<file path="src/rtl/store_write_buffer.sv">
// Posted-write FIFO between core store outputs and the data-memory write port.
// Define STORE_WB_FORWARD_EN to let loads forward from the newest pending store to the same word.
module store_write_buffer #(
  parameter int DEPTH = 4,
  parameter int AW    = 32,
  parameter int DW    = 32
) (
  input  logic                       clk,
  input  logic                       reset,
  input  logic                       MemWrite,
  input  logic [AW-1:0]              ALUResult,
  input  logic [DW-1:0]              WriteData,
  output logic                       Stall,
  output logic                       Empty,
  output logic [$clog2(DEPTH+1)-1:0] Count,
  output logic                       mem_we,
  output logic [AW-1:0]              mem_addr,
  output logic [DW-1:0]              mem_wd,
  input  logic                       mem_ready,
  output logic                       fwd_hit,
  output logic [DW-1:0]              fwd_data
);

  localparam int PW = $clog2(DEPTH);
  localparam int CW = $clog2(DEPTH+1);

  logic [PW-1:0] wr_ptr_q, wr_ptr_d;
  logic [PW-1:0] rd_ptr_q, rd_ptr_d;
  logic [CW-1:0] count_q, count_d;
  logic [AW-1:0] entry_addr_q [DEPTH];
  logic [AW-1:0] entry_addr_d [DEPTH];
  logic [DW-1:0] entry_data_q [DEPTH];
  logic [DW-1:0] entry_data_d [DEPTH];

  logic full, empty, push, pop;

  assign full  = (count_q == CW'(DEPTH));
  assign empty = (count_q == '0);

  // A full buffer rejects stores even when the head drains this cycle,
  // so Stall never depends on mem_ready.
  assign push  = MemWrite & ~full;
  assign Stall = MemWrite & full;
  assign pop   = mem_we & mem_ready;

  assign mem_we   = ~empty;
  assign mem_addr = entry_addr_q[rd_ptr_q];
  assign mem_wd   = entry_data_q[rd_ptr_q];
  assign Empty    = empty;
  assign Count    = count_q;

  always_comb begin
    wr_ptr_d = wr_ptr_q;
    rd_ptr_d = rd_ptr_q;
    count_d  = count_q;
    if (push) wr_ptr_d = wr_ptr_q + PW'(1);
    if (pop)  rd_ptr_d = rd_ptr_q + PW'(1);
    case ({push, pop})
      2'b10:   count_d = count_q + CW'(1);
      2'b01:   count_d = count_q - CW'(1);
      default: count_d = count_q;
    endcase
  end

  always_comb begin
    entry_addr_d = entry_addr_q;
    entry_data_d = entry_data_q;
    if (push) begin
      entry_addr_d[wr_ptr_q] = ALUResult;
      entry_data_d[wr_ptr_q] = WriteData;
    end
  end

  always_ff @(posedge clk or negedge reset) begin
    if (!reset) begin
      wr_ptr_q <= '0;
      rd_ptr_q <= '0;
      count_q  <= '0;
    end else begin
      wr_ptr_q <= wr_ptr_d;
      rd_ptr_q <= rd_ptr_d;
      count_q  <= count_d;
    end
  end

  // Entry storage carries no reset; only entries inside the valid window are ever read.
  always_ff @(posedge clk) begin
    entry_addr_q <= entry_addr_d;
    entry_data_q <= entry_data_d;
  end

`ifdef STORE_WB_FORWARD_EN
  logic [PW-1:0] fwd_idx;

  // Walk oldest to youngest so the youngest word match is the one left standing.
  always_comb begin
    fwd_hit  = 1'b0;
    fwd_data = '0;
    fwd_idx  = rd_ptr_q;
    for (int i = 0; i < DEPTH; i++) begin
      fwd_idx = rd_ptr_q + PW'(i);
      if ((CW'(i) < count_q) &&
          (entry_addr_q[fwd_idx][AW-1:2] == ALUResult[AW-1:2])) begin
        fwd_hit  = 1'b1;
        fwd_data = entry_data_q[fwd_idx];
      end
    end
  end
`else
  assign fwd_hit  = 1'b0;
  assign fwd_data = '0;
`endif

endmodule

</file>
<file path="config.mk">
export PLATFORM = sky130hd
export DESIGN_NAME = store_write_buffer
export DESIGN_NICKNAME = d
export VERILOG_FILES = /design/src/rtl/store_write_buffer.sv
export SDC_FILE = /design/constraint.sdc
export NUM_CORES = 1
export LEC_CHECK = 0
export CAP_MARGIN = 30
export CORE_MARGIN = 8
export CORE_UTILIZATION = 53
export DETAILED_ROUTE_END_ITERATION = 12
export PLACE_DENSITY = 0.83
export SYNTH_ARGS = -nofsm -noshare
export SYNTH_HDL_FRONTEND = slang
export SYNTH_SLANG_ARGS = --single-unit
</file>
<file path="constraint.sdc">
create_clock -name clk -period 2.95 [get_ports clk]
set_input_delay 0.59 -clock clk [delete_from_list [all_inputs] [get_ports clk]]
set_output_delay 0.59 -clock clk [all_outputs]
set_load 0.03 [all_outputs]
</file>
* After elaboration in Yosys (flattened, before gate mapping)
Index checks and enable logic that the tools add are counted.
** Storage, ports and cells
- Bits in registers :: 263
** Operators by class
- Add/sub/neg operators :: 4
- Magnitude comparators :: 3
- Equality and inequality tests :: 3
- Muxes and demuxes :: 11
- Bitwise gates (word level) :: 7
- Reductions and logical operators :: 3
** Operators with widths (count)
- $bwmux W128 :: 2
- $mux W32 :: 5
- $bmux W32 S2 :: 2
- $demux W32 S2 :: 1
- $ge A3 B3 Y1 const B :: 2
- $not A2 Y3 :: 2
- $pmux W3 S2 :: 1
- $add A2 B1 Y2 const B :: 2
- $add A3 B1 Y3 const B :: 1
- $and A1 B1 Y1 :: 3
- $eq A3 B3 Y1 const B :: 1
- $logic_not A3 Y1 :: 1
- $lt A3 B1 Y1 const B :: 1
- $sub A3 B1 Y3 const B :: 1
- $eq A2 B1 Y1 const B :: 1
- $eq A2 B2 Y1 const B :: 1
- $not A1 Y1 :: 2
- $reduce_bool A2 Y1 :: 1
- $logic_and A1 B1 Y1 :: 1

* Depth between registers and ports, before layout
- Word-level depth :: 6
- Depth in mapped cells :: 9

* Worst setup path before layout
No wires, ideal clock.
- Kind :: register to register
- Start point :: reg count_q[0], in the netlist Count[0]
- End point :: reg entry_addr_q[0] in the netlist's numbering (enable)
- Arrival time :: 2498 ps
- Slack :: 24 ps
- Stages on the path, launching flop included :: 4
- Buffers on the path :: 0
- Clock period less this slack :: 2926 ps
- Path through :: dfrtp_1 > nor2_1 > a21boi_2 > and2_1
** On the way
- Cells in the longest elaborated chain, start to end :: 3
** Ends and longest elaborated chain
- from (decl) :: RTL line 29 : logic [CW-1:0] count_q, count_d;
- from (signal assigned) :: RTL line 82 : count_q <= count_d;
- $eq A3 B3 Y1 :: RTL line 37 : assign full = (count_q == CW'(DEPTH));
- $not A1 Y1 :: RTL line 42 : assign push = MemWrite & ~full;
- $and A1 B1 Y1 :: RTL line 42
- to (signal assigned) :: RTL line 88 : entry_addr_q <= entry_addr_d;
- to (decl) :: RTL line 30 : logic [AW-1:0] entry_addr_q [DEPTH];
No other way between the ends.
A chain may end at the register's enable or synchronous reset.

* Worst setup path after layout
- Start point :: reg rd_ptr_q[0]
- End point :: out mem_wd[15]
** On the way
- Cells in the longest elaborated chain, start to end :: 4
** Ends and longest elaborated chain
- from (decl) :: RTL line 28 : logic [PW-1:0] rd_ptr_q, rd_ptr_d;
- from (signal assigned) :: RTL line 81 : rd_ptr_q <= rd_ptr_d;
- $not A2 Y3 (not written as such) :: RTL line 48 : assign mem_wd = entry_data_q[rd_ptr_q];
- $bmux W32 S2 :: RTL line 48
- $mux W32 (not written as such) (2 in series) :: RTL line 48
- to (decl) :: RTL line 18 : output logic [DW-1:0] mem_wd,
No other way between the ends. The select of a mux whose other input is x is not followed.

==> impl_metrics.json <==
{
  "outcome": "finished clean",
  "dieHeight_um": 153,
  "drcViolationCount": 0,
  "drt_iter0_drc": 226,
  "yosys.area_share.simple": 0.00492,
  "antenna_cells": 0,
  "peakVddDrop_mv": 0.938,
  "setup_violations": 0,
  "dr.pass1.iters": 4,
  "synth_top_area_frac": 0.776,
  "htree_levels": 1,
  "pwr_density_cell_nw_per_um2": 1070,
  "grt_pass1_wl_um": 29000,
  "ant_nets": 0,
  "synthXorXnorAreaFrac": 0.00530,
  "synthAdderAreaFrac": 0.00833,
  "fill_cells": 1182,
  "fin_util": 0.669,
  "synth-seq-cells": 263,
  "grt_pass1_vias": 4973,
  "final_cell_mix": "edfxtp_1, clkdlybuf4s50_1, mux4_2",
  "max_freq_mhz": 349,
  "path_cells": "buf_4 -> mux4_2 -> clkdlybuf4s50_1",
  "cts_sinks": 263,
  "clockBufferDepth": 3,
  "globalplace.congestion": 0.705,
  "multi_input_area_sq_um": 1800,
  "yosysTopAreaCell": "edfxtp_1",
  "wl_per_cell_um": 22.4,
  "dp.cells": 776,
  "clkTransAtPathRegs_ns": 0.06,
  "top_level_ports": 171,
  "clk_latency_ns": 0.52,
  "fin_crit_ns": 2.86,
  "p_leak_nw": 4.25,
  "endpoint_kind": "primary output",
  "syn_avg_cell_area_sq_um": 24.4,
  "synth_mux_area_frac": 0.148,
  "initial_core_util": 0.535,
  "ys_seq_area_frac": 0.793,
  "die_area_sq_um": 23300,
  "power_mw": 13.2,
  "synth_area_sq_um": 9910,
  "io_buffers": 137,
  "rsz0062_at_grt": "false",
  "cts_root_buf": "clkbuf_16",
  "synth_cell_types": 22,
  "netlist_instances": 407,
  "critPathArrivalTime_ns": 2.27,
  "nets": 650,
  "timing.final.crit_share": 0.970,
  "cpPeakStageDelay_ns": 0.62,
  "routed_wl_um": 18500,
  "core_area_sq_um": 18500,
  "drive_gt1_frac": 0.215,
  "cts_tree": "built",
  "hold_viol": 0,
  "grt.total_usage": 0.159,
  "required_ns": 2.36,
  "ctsHoldBuffers": 0,
  "yosys_warnings": 0,
  "layout.cells.non_filler": 828,
  "finClkSkew_ns": 0.00848,
  "hold_path_class": "input port to asynchronous set/reset pin",
  "synth_compound_area_frac": 0.00202,
  "antenna_found_initial": 1,
  "overflow": 0,
  "whs_ns": 0.373,
  "vias": 4466,
  "seq_area_sq_um": 7870,
  "area_growth_syn_to_layout_pct": 25.0,
  "critPathKind": "flip-flop to primary output",
  "die_w_um": 153,
  "cp_max_fo": 5,
  "cts-buffers-inserted": 27,
  "crit_path_start_kind": "flip-flop",
  "rows": 50,
  "r2r_start": "Count[0]",
  "critPathLaunch": "rd_ptr_q[0]",
  "grt_max_degree": 29,
  "slew_violations": 0,
  "synth_top_family_by_area": "multiplexers",
  "finalSetupTns_ns": 0,
  "reg2reg_slack_ns": 0.94,
  "synthTopCellsByArea": "edfxtp_1, mux4_2, buf_4",
  "final_common_cell": "edfxtp_1",
  "drv_cap": 0,
  "post-dp-hpwl_um": 12000,
  "slowest_stage": "clkdlybuf4s50_1",
  "vias_per_cell": 5.39
}
final cells by class:
type / instances / share of cell area
Multi-Input combinational cell: 122 / 0.145
Clock buffer: 32 / 0.0560
Clock inverter: 15 / 0.00979
Timing Repair Buffer: 155 / 0.128
Tap cell: 234 / 0.0236
Inverter: 7 / 0.00212
Sequential cell: 263 / 0.635
cells in the mapped netlist:
| cell type | count |
|---|---|
| and2_1 | 4 |
| inv_1 | 7 |
| or3_1 | 1 |
| and3_1 | 1 |
| dfrtp_1 | 7 |
| conb_1 | 1 |
| o31a_1 | 1 |
| xnor2_1 | 3 |
| buf_4 | 35 |
| buf_6 | 5 |
| buf_2 | 6 |
| a21boi_2 | 1 |
| mux4_2 | 64 |
| fa_1 | 1 |
| clkbuf_1 | 1 |
| mux2_2 | 1 |
| nor2_1 | 2 |
| ha_1 | 5 |
| xor2_1 | 3 |
| nand2_1 | 1 |
| mux2i_1 | 1 |
| edfxtp_1 | 256 |
power breakdown:
part | total, mW | leakage (nW) | internal (mW) | switching (mW)
Combinational | 4.92 | 1.43 | 2.01 | 2.91
Clock | 3.11 | 0.395 | 1.84 | 1.27
Sequential | 5.18 | 2.42 | 4.95 | 0.229
flip-flops by register name, summed over array words and instances, names as in the netlist:
name,cells
entry_data_q,128
wr_ptr_q,2
Count,3
rd_ptr_q,2
entry_addr_q,128
worst max-delay path, delay by kind of cell, from the launching register on:
kind / cells / cell delay, ns
buffers and inverters: 2 / 0.77
DFF: 1 / 0.49
muxes: 1 / 0.51
stage by stage:
stage          instance area (sq um)  worst slack (ns)
2_1_floorplan                  10000            0.0237
3_3_place_gp                   11600             0.362
3_5_place_dp                   11600             0.334
4_1_cts                        12400            0.0466
5_1_grt                        12400            0.0179
6_report                       12400            0.0874
timing repair:
item,4_1_cts,5_1_grt
gates resized for setup,58,1
endpoints found under the setup margin,57,1
endpoints found under the hold margin,0,0
setup buffers,5,0
gates cloned,0,0
metal layers:
layer	vias up	track usage	wire (um)
met3	28	0.0519	1400
met2	157	0.265	9270
li1	1966	-	-
met4	2	0.0424	344
met1	2313	0.198	7510
met5	-	0	13
path summary, 6_finish.rpt:
kind                       cells after the start          end
max                                            3   mem_wd[15]
min reg2reg                                    1  wr_ptr_q[1]
max in group asynchronous                      1  rd_ptr_q[0]
min in group clk                               1  wr_ptr_q[1]
min                                            1     Count[2]
max reg2reg                                    9     Count[2]
cells by family after synthesis:
kind of cell    count (synthesis)
flops                         263
mux                            66
buf+inv                        54
simple gates                    9
fa+ha+maj                       6
xor+xnor                        6
compound gates                  2
other cells                     1
Power figures use the tool's default switching activity.
